<file path="config.mk">
export PLATFORM = sky130hd
export DESIGN_NAME = prefix_subtractor_ks_pipe
export DESIGN_NICKNAME = d
export VERILOG_FILES = /design/src/rtl/prefix_subtractor_ks_pipe.sv
export SDC_FILE = /design/constraint.sdc
export NUM_CORES = 1
export LEC_CHECK = 0
export CAP_MARGIN = 40
export CORE_ASPECT_RATIO = 0.75
export CORE_MARGIN = 2
export CORE_UTILIZATION = 40
export DETAILED_ROUTE_END_ITERATION = 16
export MAX_ROUTING_LAYER = met4
export PLACE_DENSITY = 0.68
export SLEW_MARGIN = 20
export SYNTH_ARGS = -nofsm -noshare
export SYNTH_HDL_FRONTEND = slang
export SYNTH_SLANG_ARGS = --single-unit
</file>
<file path="constraint.sdc">
create_clock -name clk -period 5.23 [get_ports clk]
set_input_delay 1.046 -clock clk [delete_from_list [all_inputs] [get_ports clk]]
set_output_delay 1.046 -clock clk [all_outputs]
set_load 0.03 [all_outputs]
</file>
<file path="src/rtl/prefix_subtractor_ks_pipe.sv">
// prefix_subtractor_ks_pipe
// Pipelined Kogge-Stone subtractor: diff = a - b - bin (mod 2^WIDTH), bout = borrow.
// Evaluated as a + ~b + ~bin through a registered parallel-prefix carry tree,
// one prefix level per stage, with a global valid/ready stall.
// Optional feature macro: SUB_SIGNED_OVF_EN adds a registered two's-complement
// overflow output 'ovf'.
module prefix_subtractor_ks_pipe #(
    parameter int WIDTH = 8
) (
    input  logic             clk,
    input  logic             rst,
    input  logic             in_valid,
    output logic             in_ready,
    input  logic [WIDTH-1:0] a,
    input  logic [WIDTH-1:0] b,
    input  logic             bin,
    output logic             out_valid,
    input  logic             out_ready,
    output logic [WIDTH-1:0] diff,
    output logic             bout
`ifdef SUB_SIGNED_OVF_EN
    ,
    output logic             ovf
`endif
);

    localparam int LEVELS = $clog2(WIDTH);

    // Stage 0 holds the per-bit terms, stage k (1..LEVELS) holds prefix level k.
    logic [WIDTH-1:0] p_q  [0:LEVELS];
    logic [WIDTH-1:0] g_q  [0:LEVELS];
    logic [WIDTH-1:0] pp_q [0:LEVELS];
    logic [LEVELS:0]  cin_q;
    logic [LEVELS:0]  v_q;

    logic [WIDTH-1:0] g_n  [1:LEVELS];
    logic [WIDTH-1:0] pp_n [1:LEVELS];

    logic [WIDTH-1:0] p_in;
    logic [WIDTH-1:0] g_in;
    logic             cin_in;
    logic [WIDTH-1:0] diff_n;
    logic             bout_n;
    logic             adv;

    // The whole pipe moves together; a held output freezes every stage.
    assign adv      = ~out_valid | out_ready;
    assign in_ready = adv & ~rst;

    // Per-bit propagate/generate of a + ~b, with the carry-in folded into bit 0
    // so the prefix tree never needs a separate carry-in path.
    always_comb begin
        cin_in  = ~bin;
        p_in    = a ^ ~b;
        g_in    = a & ~b;
        g_in[0] = (a[0] & ~b[0]) | (p_in[0] & cin_in);
    end

    // Kogge-Stone levels: bit i merges with bit i - 2^(k-1) when it exists.
    for (genvar k = 1; k <= LEVELS; k++) begin : g_lvl
        localparam int DIST = 1 << (k - 1);
        for (genvar i = 0; i < WIDTH; i++) begin : g_bit
            if (i >= DIST) begin : g_cmb
                assign g_n[k][i]  = g_q[k-1][i] | (pp_q[k-1][i] & g_q[k-1][i-DIST]);
                assign pp_n[k][i] = pp_q[k-1][i] & pp_q[k-1][i-DIST];
            end else begin : g_pass
                assign g_n[k][i]  = g_q[k-1][i];
                assign pp_n[k][i] = pp_q[k-1][i];
            end
        end
    end

    // Sum bit i uses the carry out of bits [i-1:0]; bit 0 uses the carry-in.
    // A carry out of the top bit means no borrow.
    always_comb begin
        diff_n = p_q[LEVELS] ^ {g_q[LEVELS][WIDTH-2:0], cin_q[LEVELS]};
        bout_n = ~g_q[LEVELS][WIDTH-1];
    end

`ifdef SUB_SIGNED_OVF_EN
    logic [LEVELS:0] amsb_q;
    logic [LEVELS:0] bmsb_q;
    logic            ovf_n;

    // Signed overflow: operands of differing sign and a result sign unlike a.
    always_comb begin
        ovf_n = (amsb_q[LEVELS] != bmsb_q[LEVELS]) && (diff_n[WIDTH-1] != amsb_q[LEVELS]);
    end

    // Operand sign bits travel with the beat, under the same stall and reset.
    always_ff @(posedge clk) begin
        if (rst) begin
            amsb_q <= '0;
            bmsb_q <= '0;
            ovf    <= 1'b0;
        end else if (adv) begin
            amsb_q <= {amsb_q[LEVELS-1:0], a[WIDTH-1]};
            bmsb_q <= {bmsb_q[LEVELS-1:0], b[WIDTH-1]};
            ovf    <= ovf_n;
        end
    end
`endif

    // Pipeline registers: only valid bits and outputs need clearing; stage data
    // is don't-care while its valid bit is low.
    always_ff @(posedge clk) begin
        if (rst) begin
            v_q       <= '0;
            out_valid <= 1'b0;
            diff      <= '0;
            bout      <= 1'b0;
        end else if (adv) begin
            v_q     <= {v_q[LEVELS-1:0], in_valid};
            cin_q   <= {cin_q[LEVELS-1:0], cin_in};
            p_q[0]  <= p_in;
            g_q[0]  <= g_in;
            pp_q[0] <= p_in;
            for (int k = 1; k <= LEVELS; k++) begin
                p_q[k]  <= p_q[k-1];
                g_q[k]  <= g_n[k];
                pp_q[k] <= pp_n[k];
            end
            out_valid <= v_q[LEVELS];
            diff      <= diff_n;
            bout      <= bout_n;
        end
    end

endmodule
</file>
==> impl_metrics.ini, run 1 <==
[clocking]
cts_tree = done
cts_root_buf = sky130_fd_sc_hd__clkbuf_8
post_cts.resized_instances = 0
post_cts_hold_buffer_count = 0
clockBufferDepth = 2
cts_htree_levels = 3
path_clk_slew_ns = 0.08
cts-buffers-inserted = 9
cts_sinks = 92
post-cts-setup-buffers = 0
clk_latency_ns = 0.35

[timing]
timing.final.max_slew_violations = 0
hold_violations = 0
setup_total_negative_slack_ns = 0
report.final.setup_viol = 0
clock-skew-final_ns = 0.00612
tightestPinTransition_ns = 0.600
final.period_utilization = 0.725
rsz0062_at_grt = false
period_needed_ns = 3.79
slew_headroom = 0.599
max_freq_mhz = 264

[synth]
syn_area_per_cell_um2 = 17.7
synth_top_family_by_area = compound AO/OA/AOI/OAI gates
synth_cell_types = 15
synth.cell_area_um2 = 3240
ys_top_cells_by_area = sky130_fd_sc_hd__edfxtp_1, sky130_fd_sc_hd__dfxtp_1, sky130_fd_sc_hd__a21o_1
synth-simple-area-share = 0.0498
synth_cells = 183
synthDominantAreaCellType = sky130_fd_sc_hd__edfxtp_1
synth_seq_cells = 92
mappedNetlistNets = 212
synth_top_area_share = 0.723
synth.yosys.warnings = 0
synth_compound_gate_area_share = 0.0688
synthXorXnorAreaFrac = 0.0216
synth.area.mux_share = 0
synth_adder_area_share = 0.0309
synth_seq_area_share = 0.810

[power]
switching_share = 0.209
power_density_normalized_to_cell_area_nw_per_um2 = 352
power.static_leakage_nw = 1.44
ir_worst_vdd_v = 0.000165
combinationalPowerShare = 0.068
cellInternalPower_w = 0.00107
netSwitchingPower_w = 0.000284
seq_power_share = 0.647
power.share.clock = 0.286

[setup_path]
timing.critical_path.required_ns = 4.18
timing_worst_setup_path_type = in -> out
worstSetupEndpointType = output port
crit_fanout = 15
cp-start-kind = input pin
cp_data_arrival_time_ns = 2.75

[finish]
areaGrowthSynthToFinish_pct = 18.8
num-nets-final = 253
num_antenna_cells = 0
finish.cell_count_without_fillers = 334
fraction_of_layout_instances_using_a_drive_strength_above_1 = 0.0699
finish.instance_area_um2 = 3850
highest_count_cells_in_the_layout_ignoring_fill_and_taps = sky130_fd_sc_hd__edfxtp_1, sky130_fd_sc_hd__clkdlybuf4s50_1, sky130_fd_sc_hd__a21o_1
layout.cells.most_common = sky130_fd_sc_hd__edfxtp_1

[global_route]
grt_usage = 0.115
grt_pass1_vias = 1517
grt_antenna_before_repair = 0
grt_start_max_net_pins = 51
first_pass_grt_wire_length_um = 7180
grt_remaining_overflow = 0

[floorplan]
core_area_um2 = 7880
ios = 32
floorplan.die.width_um = 108
die_height_um = 81.9
initial_core_utilization = 0.411
fp.dieArea_um2 = 8840
num_rows = 28

[placed_design]
place_area_um2 = 3690
placement.io_buffers = 31
finalWeightedCongestion = 0.719
dp_hpwl_um = 2810
placed_cells_incl_taps = 318

[detailed_routing]
post-route-drc-count = 0
routed-via-count = 1512
wl_per_cell_um = 12.8
drtIter0Drc = 72
detail_route.vias_per_cell = 4.53
drt_first_pass_iters = 4
totalWireLength_um = 4260
antenna_left = 0

[run]
max_cap_viol_count = 0

[run_status]
status = completed

[hold_path]
worstHoldPathType = reg -> reg
[Yosys cell counts]
library cell and instances:
sky130_fd_sc_hd__nand2_1 8, sky130_fd_sc_hd__inv_1 9, sky130_fd_sc_hd__and2_1 10, sky130_fd_sc_hd__dfxtp_1 14, sky130_fd_sc_hd__nor2_1 12, sky130_fd_sc_hd__edfxtp_1 78
sky130_fd_sc_hd__buf_6 2, sky130_fd_sc_hd__buf_2 1, sky130_fd_sc_hd__nand2b_4 1, sky130_fd_sc_hd__and2b_4 1, sky130_fd_sc_hd__a21o_1 18, sky130_fd_sc_hd__a21oi_1 4
sky130_fd_sc_hd__ha_1 8, sky130_fd_sc_hd__a211oi_1 9, sky130_fd_sc_hd__xnor2_1 8
[final cells by class]
type | instances | area (um^2)
multi-input cells | 79 | 562
clock buffers | 13 | 139
inverters | 9 | 33.8
well taps | 105 | 131
clock inverters | 3 | 13.8
flip-flops and latches | 92 | 2620
repair buffers | 33 | 345
fillers | 701 | 4040
[cells by family after synthesis]
logic type | Yosys count
flip-flops | 92
AND/OR/NAND/NOR | 32
AO/OA/AOI/OAI | 31
buffers and inverters | 12
XOR/XNOR | 8
adder cells (fa/ha/maj) | 8
[metrics by stage]
stage / power [W] / utilization / worst slack, ns / hold WS (ns)
after floorplan: 0.000938 / - / 0.728 / 0.400
after global placement: 0.000979 / 0.465 / 1.46 / 0.402
after detailed placement: 0.000987 / 0.469 / 1.45 / 0.405
after CTS: 0.00138 / 0.488 / 1.43 / 0.423
after global routing: 0.00141 / 0.488 / 1.39 / 0.427
final: 0.00135 / 0.488 / 1.44 / 0.421
[layer usage]
layer	vias up	wire (um)	GRT usage
li1	755	-	-
met1	709	2010	0.132
met2	42	1920	0.177
met3	6	283	0.0484
met4	0	47	0.0538
met5	-	0	-
[registers in the layout (all words and copies together) (netlist names)]
name,flops
pp_q,18
out_valid,1
g_q,32
v_q,4
p_q,24
bout,1
cin_q,4
diff,8
[path summary, 6_finish.rpt]
kind             start    endpoint  slack, ns  depth (start not counted)
max                rst    in_ready       1.44                          3
max reg2reg  out_valid  pp_q[1][3]       3.50                          4
min reg2reg  p_q[1][6]   p_q[2][6]       0.42                          0
min          p_q[1][6]   p_q[2][6]       0.42                          0
[power groups by stage]
| stage | sequential [W] | clock [W] | combinational (W) |
|---|---|---|---|
| floorplan | 0.000899 | 0 | 0.0000392 |
| global placement | 0.000891 | 0 | 0.0000874 |
| detailed placement | 0.000894 | 0 | 0.0000929 |
| CTS | 0.000877 | 0.000406 | 0.0000933 |
| global route | 0.000883 | 0.000430 | 0.000102 |
| finish | 0.000876 | 0.000387 | 0.0000916 |
[critical path, stage by stage]
cell,delay (ns)
sky130_fd_sc_hd__clkdlybuf4s50_1,0.71
sky130_fd_sc_hd__nor2_4,0.29
sky130_fd_sc_hd__clkdlybuf4s50_1,0.70
No activity file was read; power rests on OpenSTA's default activity.
==> run 2, diff against run 1 <==
- PLACE_DENSITY: 0.68 -> 0.65
- clock period: 5.23 -> 3.8 ns (I/O delays scaled with it)
==> run 2 against run 1 <==
Effect of this change: cell count grew 0.30%; non-clock buffer count grew 1; register-to-register slack lost 1.5 ns; critical path type unchanged; critical endpoint unchanged.
==> impl_metrics.ini, run 2 (same netlist as run 1, synthesis figures left out) <==
[floorplan]
fp.dieArea_um2 = 8840
floorplan.die.width_um = 108
num_rows = 28
ios = 32
core_area_um2 = 7880
die_height_um = 81.9
initial_core_utilization = 0.411

[clocking]
post-cts-setup-buffers = 0
clockBufferDepth = 2
path_clk_slew_ns = 0.08
cts_tree = done
cts_sinks = 92
post_cts_hold_buffer_count = 0
clk_latency_ns = 0.35
cts_root_buf = sky130_fd_sc_hd__clkbuf_8
post_cts.resized_instances = 0
cts-buffers-inserted = 9
cts_htree_levels = 3

[power]
netSwitchingPower_w = 0.000400
ir_worst_vdd_v = 0.000281
power.share.clock = 0.358
power_density_normalized_to_cell_area_nw_per_um2 = 528
combinationalPowerShare = 0.060
switching_share = 0.193
post-layout-total-power_w = 0.00207
seq_power_share = 0.581
power.static_leakage_nw = 1.48
cellInternalPower_w = 0.00167

[setup_path]
r2r_cells = 4
timing.critical_path.required_ns = 3.04
critical_path.reg2reg.endpoint = cin_q[0]
worst-r2r-setup-slack_ns = 2.05
cp_data_arrival_time_ns = 2.29
regToRegStartpoint = out_valid
crit_fanout = 6
cp-start-kind = input pin
timing_worst_setup_path_type = in -> out
worstSetupEndpointType = output port

[finish]
seq_area_um2 = 2620
n_fill_cell = 700
areaGrowthSynthToFinish_pct = 21.2
num-nets-final = 254
largest_register_ff_count = 32
highest_count_cells_in_the_layout_ignoring_fill_and_taps = sky130_fd_sc_hd__edfxtp_1, sky130_fd_sc_hd__clkdlybuf4s50_1, sky130_fd_sc_hd__a21o_1
fraction_of_layout_instances_using_a_drive_strength_above_1 = 0.0826
biggestRegsByFlops = g_q x32, p_q x24, pp_q x18
max_flop_register = g_q
layout.cells.most_common = sky130_fd_sc_hd__edfxtp_1
num_antenna_cells = 0
multiInputGateArea_um2 = 562

[detailed_routing]
wl_per_cell_um = 11.9
routed-via-count = 1478
antenna_left = 0
post-route-drc-count = 0
drtIter0Drc = 61
drt_first_pass_iters = 4
totalWireLength_um = 3980
detail_route.vias_per_cell = 4.41

[global_route]
grt_pass1_vias = 1376
grt_start_max_net_pins = 46
grt_usage = 0.104
grt_remaining_overflow = 0
first_pass_grt_wire_length_um = 6400
grt_antenna_before_repair = 0

[placed_design]
dp_hpwl_um = 2580
dp_worst_setup_slack_ns = 0.753
placement.io_buffers = 31
finalWeightedCongestion = 0.685

[timing]
clock-skew-final_ns = 0.00971
fin_worst_hold_slack_ns = 0.420
setup_total_negative_slack_ns = 0
fin_ws_ns = 0.749
rsz0062_at_grt = false
report.final.setup_viol = 0
max_freq_mhz = 328
slew_headroom = 0.710
timing.final.max_slew_violations = 0
tightestPinTransition_ns = 0.435
period_needed_ns = 3.05
final.period_utilization = 0.803
hold_violations = 0

[hold_path]
holdCritStartpoint = p_q[1][0]
timing.hold.worst_endpoint = p_q[2][0]
worstHoldPathType = reg -> reg
min_path_cells = 0

[run_status]
status = completed

[run]
max_cap_viol_count = 0
-- run 2: cell count changes in the layout (fill, tap and decap cells not counted) --
cell,before,now
sky130_fd_sc_hd__bufinv_16,0,3
sky130_fd_sc_hd__buf_16,1,0
sky130_fd_sc_hd__buf_12,0,1
sky130_fd_sc_hd__buf_4,1,2
sky130_fd_sc_hd__clkbuf_1,4,1
sky130_fd_sc_hd__clkinv_2,2,1
sky130_fd_sc_hd__clkinv_1,1,2
-- run 2: per-stage QoR --
stage               area [um^2]  std cells  utilization
floorplan                  3250        183            -
global placement           3670        318        0.466
detailed placement         3690        319        0.469
CTS                        3930        335        0.498
global route               3930        335        0.498
finish                     3930        335        0.498
-- run 2: worst max-delay path by stage --
stage / startpoint / to
global route: out_ready / in_ready
CTS: out_ready / in_ready
floorplan: out_ready / in_ready
detailed placement: out_ready / in_ready
global placement: out_ready / in_ready
finish: out_ready / in_ready
-- run 2: area by class of cell --
cell class,count,share of cell area
Sequential cell,92,0.668
Timing Repair Buffer,34,0.0880
Multi-Input combinational cell,79,0.143
Clock buffer,10,0.0325
Inverter,9,0.00861
Tap cell,105,0.0335
Clock inverter,6,0.0261
-- run 2: metal layers --
layer / vias to the layer above / routed length (um) / share of wire / GRT usage
li1: 753 / - / - / -
met1: 679 / 1960 / 0.49 / 0.125
met2: 40 / 1700 / 0.43 / 0.145
met3: 6 / 256 / 0.064 / 0.0548
met4: 0 / 66 / 0.017 / 0.0462
met5: - / 0 / 0 / -
-- run 2: worst max-delay path: stages --
cell and delay, ns:
sky130_fd_sc_hd__clkdlybuf4s50_1 0.47, sky130_fd_sc_hd__and2b_4 0.21, sky130_fd_sc_hd__nor2_4 0.15, sky130_fd_sc_hd__clkdlybuf4s50_1 0.69
-- run 2: power by group through the flow --
stage / clock network [W] / logic [W] / registers, W
floorplan: 0 / 0.0000545 / 0.00124
detailed placement: 0 / 0.000126 / 0.00123
CTS: 0.000763 / 0.000127 / 0.00121
global placement: 0 / 0.000121 / 0.00123
global route: 0.000801 / 0.000138 / 0.00121
finish: 0.000742 / 0.000124 / 0.00120
==> run 3, diff against run 2 <==
- clock period: 3.8 -> 3 ns (I/O delays scaled with it)
==> run 3 against run 2 <==
Effect of this change: total power grew 21%; clock power up 11%; register-to-register slack worse by 0.52 ns; global-route usage increased by 0.085 points; critical path depth is the same; via count fell by 1.8%; critical endpoint unchanged.
==> impl_metrics.ini, run 3 (same netlist as run 1, synthesis figures left out) <==
[run_status]
status = completed

[finish]
finish.cell_count_without_fillers = 335
n_fill_cell = 669
num_antenna_cells = 0
layout.cells.most_common = sky130_fd_sc_hd__edfxtp_1
areaGrowthSynthToFinish_pct = 20.3
num-nets-final = 254
max_flop_register = g_q
largest_register_ff_count = 32
highest_count_cells_in_the_layout_ignoring_fill_and_taps = sky130_fd_sc_hd__edfxtp_1, sky130_fd_sc_hd__clkdlybuf4s50_1, sky130_fd_sc_hd__a21o_1
biggestRegsByFlops = g_q x32, p_q x24, pp_q x18
fraction_of_layout_instances_using_a_drive_strength_above_1 = 0.100

[placed_design]
placed_cells_incl_taps = 319
placement.io_buffers = 31
dp_hpwl_um = 2540
finalWeightedCongestion = 0.714

[power]
combinationalPowerShare = 0.063
switching_share = 0.216
cellInternalPower_w = 0.00197
netSwitchingPower_w = 0.000541
power_density_normalized_to_cell_area_nw_per_um2 = 643
ir_worst_vdd_v = 0.000281
seq_power_share = 0.608
power.share.clock = 0.329
power.static_leakage_nw = 1.46

[timing]
slew_headroom = 0.774
clock-skew-final_ns = 0.0153
hold_violations = 0
tightestPinTransition_ns = 0.339
max_freq_mhz = 434
report.final.setup_viol = 0
setup_total_negative_slack_ns = 0
rsz0062_at_grt = false
timing.final.max_slew_violations = 0
period_needed_ns = 2.30
final.period_utilization = 0.768

[detailed_routing]
post-route-drc-count = 0
detail_route.vias_per_cell = 4.33
totalWireLength_um = 3880
wl_per_cell_um = 11.6
routed-via-count = 1452
drtIter0Drc = 59
drt_first_pass_iters = 4
antenna_left = 0

[clocking]
cts_root_buf = sky130_fd_sc_hd__clkbuf_8
cts_htree_levels = 3
post_cts.resized_instances = 0
post-cts-setup-buffers = 0
post_cts_hold_buffer_count = 0
clk_latency_ns = 0.36
clockBufferDepth = 2
cts_tree = done
path_clk_slew_ns = 0.09
cts_sinks = 92
cts-buffers-inserted = 9

[floorplan]
ios = 32
core_area_um2 = 7880
die_height_um = 81.9
initial_core_utilization = 0.411
fp.dieArea_um2 = 8840
num_rows = 28
floorplan.die.width_um = 108

[setup_path]
crit_fanout = 6
cp_data_arrival_time_ns = 1.70
worstSetupEndpointType = output port
timing_worst_setup_path_type = in -> out
cp-start-kind = input pin
timing.critical_path.required_ns = 2.40

[run]
max_cap_viol_count = 0

[global_route]
first_pass_grt_wire_length_um = 6530
grt_antenna_before_repair = 0
grt_pass1_vias = 1375
grt_remaining_overflow = 0
grt_usage = 0.105
grt_start_max_net_pins = 69

[hold_path]
worstHoldPathType = reg -> reg
[run 3: final timing paths]
| check | from | end | slack (ns) | cells past startpoint |
|---|---|---|---|---|
| worst max-delay path | out_ready | in_ready | 0.70 | 4 |
| worst min-delay path | p_q[2][5] | p_q[3][5] | 0.42 | 0 |
| worst max register to register | out_valid | g_q[3][4] | 1.53 | 3 |
| worst min register to register | p_q[2][5] | p_q[3][5] | 0.42 | 0 |
[run 3: power by group through the flow]
stage	clock [W]	sequential, W	combinational, W
final	0.000824	0.00152	0.000158
after global routing	0.000910	0.00154	0.000174
after CTS	0.000858	0.00153	0.000160
after detailed placement	0	0.00156	0.000159
after global placement	0	0.00155	0.000156
after floorplan	0	0.00157	0.0000690
[run 3: area by class of cell]
class	count	area, um^2	area share
Tap cell	105	131	0.0337
Sequential cell	92	2620	0.673
Clock buffer	9	124	0.0318
Timing Repair Buffer	34	343	0.0880
Multi-Input combinational cell	79	562	0.144
Inverter	9	33.8	0.00867
Clock inverter	7	80.1	0.0206
[run 3: through the flow]
stage | worst slack [ns] | cell area (um^2) | hold slack, ns | utilization | total power, W
floorplan | 0.330 | 3250 | 0.400 | - | 0.00163
global placement | 0.718 | 3690 | 0.401 | 0.468 | 0.00171
detailed placement | 0.704 | 3690 | 0.405 | 0.468 | 0.00172
CTS | 0.689 | 3900 | 0.418 | 0.494 | 0.00255
global route | 0.648 | 3900 | 0.433 | 0.494 | 0.00262
finish | 0.696 | 3900 | 0.415 | 0.494 | 0.00251
[run 3: critical path: stages]
cell and delay, ns:
sky130_fd_sc_hd__clkdlybuf4s50_1 0.48, sky130_fd_sc_hd__and2b_4 0.22, sky130_fd_sc_hd__nor2_4 0.20, sky130_fd_sc_hd__buf_4 0.21
[run 3: layer usage]
metal	vias to the layer above	global-route usage	routed length (um)
met5	-	-	0
met4	0	0.0500	64
met3	7	0.0476	249
met2	38	0.147	1660
met1	651	0.129	1900
li1	756	-	-
